File: config.mk
export PLATFORM = sky130hd
export DESIGN_NAME = fp_result_scoreboard
export DESIGN_NICKNAME = d
export VERILOG_FILES = /design/src/rtl/fp_result_scoreboard.sv
export SDC_FILE = /design/constraint.sdc
export NUM_CORES = 1
export LEC_CHECK = 0
export ABC_AREA = 1
export CORE_MARGIN = 4
export CORE_UTILIZATION = 38
export CTS_CLUSTER_DIAMETER = 80
export CTS_CLUSTER_SIZE = 12
export DETAILED_ROUTE_END_ITERATION = 12
export PLACE_DENSITY = 0.69
export SLEW_MARGIN = 25
export SYNTH_ARGS = -nofsm -noshare
export SYNTH_HDL_FRONTEND = slang
export SYNTH_SLANG_ARGS = --single-unit
File: constraint.sdc
create_clock -name clock -period 9.1 [get_ports clock]
set_input_delay 1.82 -clock clock [delete_from_list [all_inputs] [get_ports clock]]
set_output_delay 1.82 -clock clock [all_outputs]
set_load 0.01 [all_outputs]
File: src/rtl/fp_result_scoreboard.sv
// Result checker downstream of fp_unit: queues expected results on issue and
// compares them in order against fp_unit outputs, keeping pass/fail statistics.
module fp_result_scoreboard #(
  parameter int DEPTH        = 8,
  parameter int CNT_W        = 32,
  parameter int HALT_ON_FAIL = 1
) (
  input  logic                     clock,
  input  logic                     reset,
  input  logic                     clear,
  input  logic                     issue_valid,
  input  logic [31:0]              issue_result,
  input  logic [4:0]               issue_flags,
  input  logic                     issue_nan_mask,
  input  logic                     fpu_ready,
  input  logic [31:0]              fpu_result,
  input  logic [4:0]               fpu_flags,
  output logic [CNT_W-1:0]         pass_count,
  output logic [CNT_W-1:0]         fail_count,
  output logic                     mismatch,
  output logic [31:0]              fail_result_diff,
  output logic [4:0]               fail_flags_diff,
  output logic [31:0]              fail_expected,
  output logic [31:0]              fail_calc,
  output logic [$clog2(DEPTH):0]   pending,
  output logic                     overflow,
  output logic                     underflow,
  output logic                     halted
);

  localparam int PTR_W = $clog2(DEPTH);
  localparam int ENT_W = 38;
  localparam logic [PTR_W:0]   DEPTH_C = (PTR_W + 1)'(DEPTH);
  localparam logic [PTR_W:0]   CNT1    = (PTR_W + 1)'(1);
  localparam logic [PTR_W-1:0] PTR1    = PTR_W'(1);
  localparam logic [CNT_W-1:0] STAT1   = CNT_W'(1);
  localparam logic [31:0]      QNAN    = 32'h7FC00000;

  typedef enum logic {RUN = 1'b0, FAILED = 1'b1} state_e;

  logic [ENT_W-1:0] mem [DEPTH];

  state_e           state_q, state_d;
  logic [PTR_W-1:0] wrPtr_q, wrPtr_d, rdPtr_q, rdPtr_d;
  logic [PTR_W:0]   count_q, count_d;
  logic [CNT_W-1:0] passCount_q, passCount_d, failCount_q, failCount_d;
  logic             mismatch_q, mismatch_d;
  logic             overflow_q, overflow_d, underflow_q, underflow_d;
  logic [31:0]      failRdiff_q, failRdiff_d, failExp_q, failExp_d, failCalc_q, failCalc_d;
  logic [4:0]       failFdiff_q, failFdiff_d;

  logic             isFull, isEmpty, doPush, doPop, isMatch;
  logic [ENT_W-1:0] headEntry;
  logic [31:0]      expResult, rdiff;
  logic [4:0]       expFlags, fdiff;
  logic             expMask;

  always_comb begin
    isFull    = (count_q == DEPTH_C);
    isEmpty   = (count_q == '0);
    doPop     = fpu_ready && !isEmpty;
    // A full FIFO can still accept a push when the head leaves in the same cycle.
    doPush    = issue_valid && (!isFull || doPop);
    headEntry = mem[rdPtr_q];
    expResult = headEntry[37:6];
    expFlags  = headEntry[5:1];
    expMask   = headEntry[0];
    rdiff     = expResult ^ fpu_result;
    fdiff     = expFlags ^ fpu_flags;
    if (expMask && (expResult == QNAN)) begin
      rdiff[21:0] = '0;
      rdiff[31]   = 1'b0;
    end
    isMatch = (rdiff == '0) && (fdiff == '0);
  end

  always_comb begin
    state_d     = state_q;
    wrPtr_d     = wrPtr_q;
    rdPtr_d     = rdPtr_q;
    count_d     = count_q;
    passCount_d = passCount_q;
    failCount_d = failCount_q;
    mismatch_d  = 1'b0;
    overflow_d  = overflow_q;
    underflow_d = underflow_q;
    failRdiff_d = failRdiff_q;
    failFdiff_d = failFdiff_q;
    failExp_d   = failExp_q;
    failCalc_d  = failCalc_q;

    if (doPush) wrPtr_d = wrPtr_q + PTR1;
    if (doPop)  rdPtr_d = rdPtr_q + PTR1;
    if (doPush && !doPop)      count_d = count_q + CNT1;
    else if (!doPush && doPop) count_d = count_q - CNT1;

    if (issue_valid && isFull && !doPop) overflow_d  = 1'b1;
    if (fpu_ready && isEmpty)            underflow_d = 1'b1;

    if (doPop && (state_q == RUN)) begin
      if (isMatch) begin
        if (passCount_q != '1) passCount_d = passCount_q + STAT1;
      end else begin
        mismatch_d = 1'b1;
        if (failCount_q != '1) failCount_d = failCount_q + STAT1;
        if (failCount_q == '0) begin
          failRdiff_d = rdiff;
          failFdiff_d = fdiff;
          failExp_d   = expResult;
          failCalc_d  = fpu_result;
        end
        if (HALT_ON_FAIL != 0) state_d = FAILED;
      end
    end

    if (clear) begin
      state_d     = RUN;
      wrPtr_d     = '0;
      rdPtr_d     = '0;
      count_d     = '0;
      passCount_d = '0;
      failCount_d = '0;
      mismatch_d  = 1'b0;
      overflow_d  = 1'b0;
      underflow_d = 1'b0;
      failRdiff_d = '0;
      failFdiff_d = '0;
      failExp_d   = '0;
      failCalc_d  = '0;
    end
  end

  always_ff @(posedge clock or posedge reset) begin
    if (reset) begin
      state_q     <= RUN;
      wrPtr_q     <= '0;
      rdPtr_q     <= '0;
      count_q     <= '0;
      passCount_q <= '0;
      failCount_q <= '0;
      mismatch_q  <= 1'b0;
      overflow_q  <= 1'b0;
      underflow_q <= 1'b0;
      failRdiff_q <= '0;
      failFdiff_q <= '0;
      failExp_q   <= '0;
      failCalc_q  <= '0;
    end else begin
      state_q     <= state_d;
      wrPtr_q     <= wrPtr_d;
      rdPtr_q     <= rdPtr_d;
      count_q     <= count_d;
      passCount_q <= passCount_d;
      failCount_q <= failCount_d;
      mismatch_q  <= mismatch_d;
      overflow_q  <= overflow_d;
      underflow_q <= underflow_d;
      failRdiff_q <= failRdiff_d;
      failFdiff_q <= failFdiff_d;
      failExp_q   <= failExp_d;
      failCalc_q  <= failCalc_d;
    end
  end

  // Storage needs no reset: the pointers and count define which entries are live.
  always_ff @(posedge clock) begin
    if (doPush) mem[wrPtr_q] <= {issue_result, issue_flags, issue_nan_mask};
  end

  assign pass_count       = passCount_q;
  assign fail_count       = failCount_q;
  assign mismatch         = mismatch_q;
  assign fail_result_diff = failRdiff_q;
  assign fail_flags_diff  = failFdiff_q;
  assign fail_expected    = failExp_q;
  assign fail_calc        = failCalc_q;
  assign pending          = count_q;
  assign overflow         = overflow_q;
  assign underflow        = underflow_q;
  assign halted           = (state_q == FAILED);

endmodule

# Word level (Yosys, flattened, before mapping)

Memories as Yosys holds them, arrays and structs flattened.
Cells that the tools add are included.

Bits of input ports: 80
RAM bits: 304
Memories: 1
Word-level logic and storage cells: 106
Bits in registers: 179

Memory list:

| memory | depth | width | read ports | clocked after memory_dff | write ports | RTL line | source |
|---|---|---|---|---|---|---|---|
| mem    | 8     | 38    | 1          | 0                        | 1           | 41       | `logic [ENT_W-1:0] mem [DEPTH];` |

$add $sub $neg: 6
Equal/unequal tests: 5
Bitwise gates (word level): 3
Reductions and logical operators: 33
Mux-type cells: 45

Operators by type and width:

| cell                  | count |
|---|---|
| $mux 32               | 20 |
| $add 32x1->32 const B | 2 |
| $logic_not 32->1      | 2 |
| $ne 32x32->1 const B  | 2 |
| $eq 32x31->1 const B  | 1 |
| $xor 32x32->32        | 1 |
| $mux 22               | 1 |
| $mux 5                | 4 |
| $reduce_bool 2->1     | 9 |
| $mux 1                | 13 |
| $mux 3                | 4 |
| $mux 4                | 3 |
| $logic_and 1x1->1     | 10 |
| $reduce_and 3->1      | 3 |
| $add 3x1->3 const B   | 2 |
| $logic_not 5->1       | 1 |
| $xor 5x5->5           | 1 |
| $add 4x1->4 const B   | 1 |
| $eq 4x4->1 const B    | 1 |
| $logic_not 1->1       | 4 |
| $logic_not 4->1       | 1 |
| $sub 4x1->4 const B   | 1 |
| $reduce_bool 3->1     | 1 |
| $ne 2x2->1 const B    | 1 |
| 3 further kinds       | 3 |

# Depth between registers and ports, before layout

Depth after elaboration: 10
Depth in mapped cells: 24
Mapped depth without buffers: 20

# Worst setup path after synthesis

Ideal clock, no wire load.

Kind: input-to-reg
From: input fpu_ready
To: memory mem[1][0] (enable)
Library setup time: 0.433 ns
Slack: 4.798 ns
Path buffers: 0
Data required time: 8.667 ns
Arrival: 3.869 ns
Stages on the path: 6
Cell sequence: inv_1 -> nand4_1 -> nand2_1 -> nor2_1 -> inv_1 -> nor2_1

Cells in the longest elaborated chain, start to end: 5

RTL lines:

| item                         | RTL line | source |
|---|---|---|
| start: declaration           | 15       | `input logic fpu_ready,` |
| $logic_and 1x1->1            | 61       | `doPop = fpu_ready && !isEmpty;` |
| $logic_or 1x1->1             | 63       | `doPush = issue_valid && (!isFull \|\| doPop);` |
| $logic_and 1x1->1            | 63       |  |
| $mux 1                       | 167      | `if (doPush) mem[wrPtr_q] <= {issue_result, issue_flags, issue_nan_mask};` |
| $mux 1 (not written as such) | 167      |  |
| end: declaration             | 41       |  |

Every way passes these cells.

# Worst setup path after layout

From: register rdPtr_q[0]
To: register passCount_q[12], in the netlist pass_count[12]

Cells in the longest elaborated chain, start to end: 8

RTL lines:

| item                                     | RTL line | source |
|---|---|---|
| start: declaration                       | 44       | `logic [PTR_W-1:0] wrPtr_q, wrPtr_d, rdPtr_q, rdPtr_d;` |
| start signal: assignment                 | 151      | `rdPtr_q <= rdPtr_d;` |
| $mem_v2 8x38 *                           | -        |  |
| $eq 32x31->1                             | 70       | `if (expMask && (expResult == QNAN)) begin` |
| $logic_and 1x1->1                        | 70       |  |
| $mux 22 / $mux 1 (equally long branches) | 70       |  |
| $logic_not 32->1                         | 74       | `isMatch = (rdiff == '0) && (fdiff == '0);` |
| $logic_and 1x1->1 *                      | 74       |  |
| $reduce_bool 2->1 (no line) *            | -        |  |
| $reduce_and 3->1 (no line) *             | -        |  |
| end signal: assignment                   | 153      | `passCount_q <= passCount_d;` |
| end: declaration                         | 46       | `logic [CNT_W-1:0] passCount_q, passCount_d, failCount_q, failCount_d;` |

Every way passes the cells marked *; elsewhere a longest branch is shown, timed or not.
A chain may end at the register's enable or synchronous reset.

==> metrics.txt <==
status=completed; fraction of layout cells with a size suffix above 1=3.62%; Worst Hold Class=flip-flop to flip-flop; final setup violation count=0; Final Net Count=2765; largest net degree at the start of global routing=107; Top FF cell, synth=edfxtp_1; Yosys cell types=40; placed cell area=25700 sq um; syn avg cell area=9.09 sq um; final WL=65000 um; via/cell ratio=5.11; Pre-antenna DRT Iters=5; Worst setup SP type=flip-flop; via count=17811; Seq cells post-synth=483; Cell Rows=89; clock buffer count from CTS=46; I/O Pins=253; antenna violations before repair=12; Worst-path clk slew=0.06 ns; # hold bufs at CTS=0; clk sinks=483; GRT Resource Usage Total=20.1%; first-pass GRT wire length=100000 um; Placeable Area=59000 sq um; CP peak stage delay=0.80 ns; Residual DRC=0; critical path endpoint category=flip-flop; period utilisation layout=70.2%; highest-delay cell along the critical path=inv_4; routed len/inst=18.7 um; fin crit period=6.39 ns; area fraction of the dominant cell type after synthesis=40.3%; number of synthesized flops with an enable pin=304; Required @ worst endpoint=9.55 ns; Max VDD drop=0.143 mV; Final Hold Vio Count=0; pwr dens=243 nW/um^2; Worst-Skew Late Latency=0.60 ns; WP buf/inv=3; Warnings, synthesis=0; sequential area share after synthesis=60.1%; DP HPWL=42800 um; vias in the first global route=16997; Reg2Reg Setup Slack=2.71 ns; gr ovfl total=0; Synth async-reset ratio=37.1%; Worst-Margin Slew=1.03 ns; Starting Density=38.3%; CTS tree=built; area delta synth->final=19.6%; leakage dissipation=11.8 nW; most used cell, CP=nand2_1; Clock Skew=0.0347 ns; number of DRC markers in iteration 0=1658; gpl congestion=0.868; post-route cell area=27100 sq um; Clock Tree Root=clkbuf_16; Syn Inst Count=2489; Die Y=252 um; worst path cell trace=inv_4 -> buf_4 -> nand2_1 -> nand3_1 -> nand3_1 -> nand2_1 -> nand2_1 -> nor2_1 -> nand2_1 -> nor2_1 -> nand3_1 -> buf_4 -> o21ai_0 -> nand2_1 -> nor2_1 -> nand3_4 -> nand2_2 -> nand3_2 -> nand2_1 -> nand2_1; ANT nets after route=0; # resized after CTS=0; Die Wd=252 um; number of setup buffers added after CTS=0; CP max FO=94; Post-Syn Area=22600 sq um; die area=63500 sq um; crit path DAT=6.84 ns; Final TNS setup=0 ns; worst slew margin relative to its limit=31.2%; Synth area leaders=edfxtp_1 (40%), dfrtp_1 (20%), nand2_1 (14%); Max Clock Freq=157 MHz; Syn Nets=2577; max-cap viol count=0; Final Max Slew Viols=0; port bufs=252; Yosys top cell by area=edfxtp_1; RSZ-0062 raised after global routing=no; H-tree depth=2; delay-heaviest family, CP=simple AND/OR/NAND/NOR gates; CTS Buffer Depth=3; critical path type=flip-flop to flip-flop
[registers in the layout (all words and copies together), names as in the netlist]
register,flops
mismatch,1
overflow,1
fail_calc,32
fail_expected,32
mem,304
fail_flags_diff,5
halted,1
rdPtr_q,3
fail_count,32
pass_count,32
pending,4
fail_result_diff,32
wrPtr_q,3
underflow,1
[worst min-delay path, stage by stage (launching register included)]
cell and delay [ns]:
dfrtp_1 0.34, nand2_1 0.05, nand2_1 0.04
[cells by family after synthesis]
family                     Yosys count  synth area share [%]
xor gates and xnor gates            66                  2.55
adders and majority gates            8                 0.475
buffers and inverters              409                  7.55
DFF                                483                  60.1
AOI/OAI and AO/OA                  115                  2.75
and+or+nand+nor                   1408                  26.5
[layout make-up]
type	count	area (sq um)
inverters	273	1040
clock inverters	3	58.8
repair buffers	276	2700
clock buffers	74	1280
fillers	5455	31900
well taps	773	967
diodes	5	12.5
flip-flops and latches	483	13600
multi-input cells	1597	7410
[synth_stat cells (5+ instances only)]
| cell type | count |
|---|---|
| nand2_1 | 820 |
| edfxtp_1 | 304 |
| inv_1 | 270 |
| nor2_1 | 222 |
| dfrtp_1 | 179 |
| nand4_1 | 175 |
| nand3_1 | 137 |
| clkbuf_1 | 60 |
| o21ai_0 | 56 |
| buf_2 | 49 |
| xor2_1 | 45 |
| nor3_1 | 28 |
| o21ai_1 | 25 |
| xnor2_1 | 21 |
| a21oi_1 | 17 |
| buf_4 | 11 |
| nor4_1 | 11 |
| buf_6 | 9 |
| buf_1 | 7 |
| ha_1 | 7 |
| nor3b_1 | 5 |
[routing by layer]
layer  track usage (%)  share of wire (%)  up-vias  wire length, um
met5                 0               0.13        -               83
met4              6.84                3.3       12             2150
met3              5.32                8.8      117             5740
met2              31.3                 45      666            29400
met1              27.4                 42     8476            27600
li1                  -                  -     8540                -
[power by group]
part | total (mW) | switching (mW) | internal (mW)
Combinational | 2.02 | 1.27 | 0.744
Sequential | 2.79 | 0.214 | 2.58
Clock | 1.77 | 0.808 | 0.964
Total | 6.58 | 2.30 | 4.29
[layout by cell type (no fill, tap or decap), types with 3 or more instances in the layout]
master and count:
nand2_1 820, edfxtp_1 304, inv_1 268, clkdlybuf4s50_1 251, nor2_1 214, dfrtp_1 177
nand4_1 175, nand3_1 136, o21ai_0 55, clkbuf_16 47, xor2_1 45, nor3_1 28
clkbuf_1 27, o21ai_1 25, buf_4 23, xnor2_1 21, a21oi_1 17, nor4_1 11
nor2_4 8, ha_1 7, diode_2 5, nor3b_1 5, a31oi_1 3, and3_1 3
a311oi_1 3
[metrics by stage]
| step | total power [mW] | worst slack (ns) | utilization, % | instances | hold WS, ns |
|---|---|---|---|---|---|
| after global placement | 4.81 | 2.50 | 43.6 | 3402 | 0.454 |
| after detailed placement | 4.85 | 2.79 | 43.6 | 3402 | 0.458 |
| after CTS | 6.63 | 2.76 | 45.8 | 3479 | 0.474 |
| after global routing | 6.95 | 2.03 | 45.9 | 3481 | 0.488 |
| final | 6.58 | 2.71 | 45.9 | 3484 | 0.472 |
| after floorplan | 3.95 | 2.42 | - | 2489 | 0.506 |
[worst paths after layout]
path / from / to / cells after the start
setup / recovery: rdPtr_q[0]$_DFFE_PP0P_ / pass_count[12]$_DFFE_PP0P_ / 20
hold / removal: fail_flags_diff[4]$_DFFE_PP0P_ / fail_flags_diff[4]$_DFFE_PP0P_ / 2
setup reg to reg: rdPtr_q[0]$_DFFE_PP0P_ / pass_count[12]$_DFFE_PP0P_ / 20
hold reg to reg: fail_flags_diff[4]$_DFFE_PP0P_ / fail_flags_diff[4]$_DFFE_PP0P_ / 2
max in group asynchronous: reset / rdPtr_q[0]$_DFFE_PP0P_ / 3
min in group asynchronous: reset / fail_calc[10]$_DFFE_PP0P_ / 2
No activity file was read; power rests on OpenSTA's default activity.
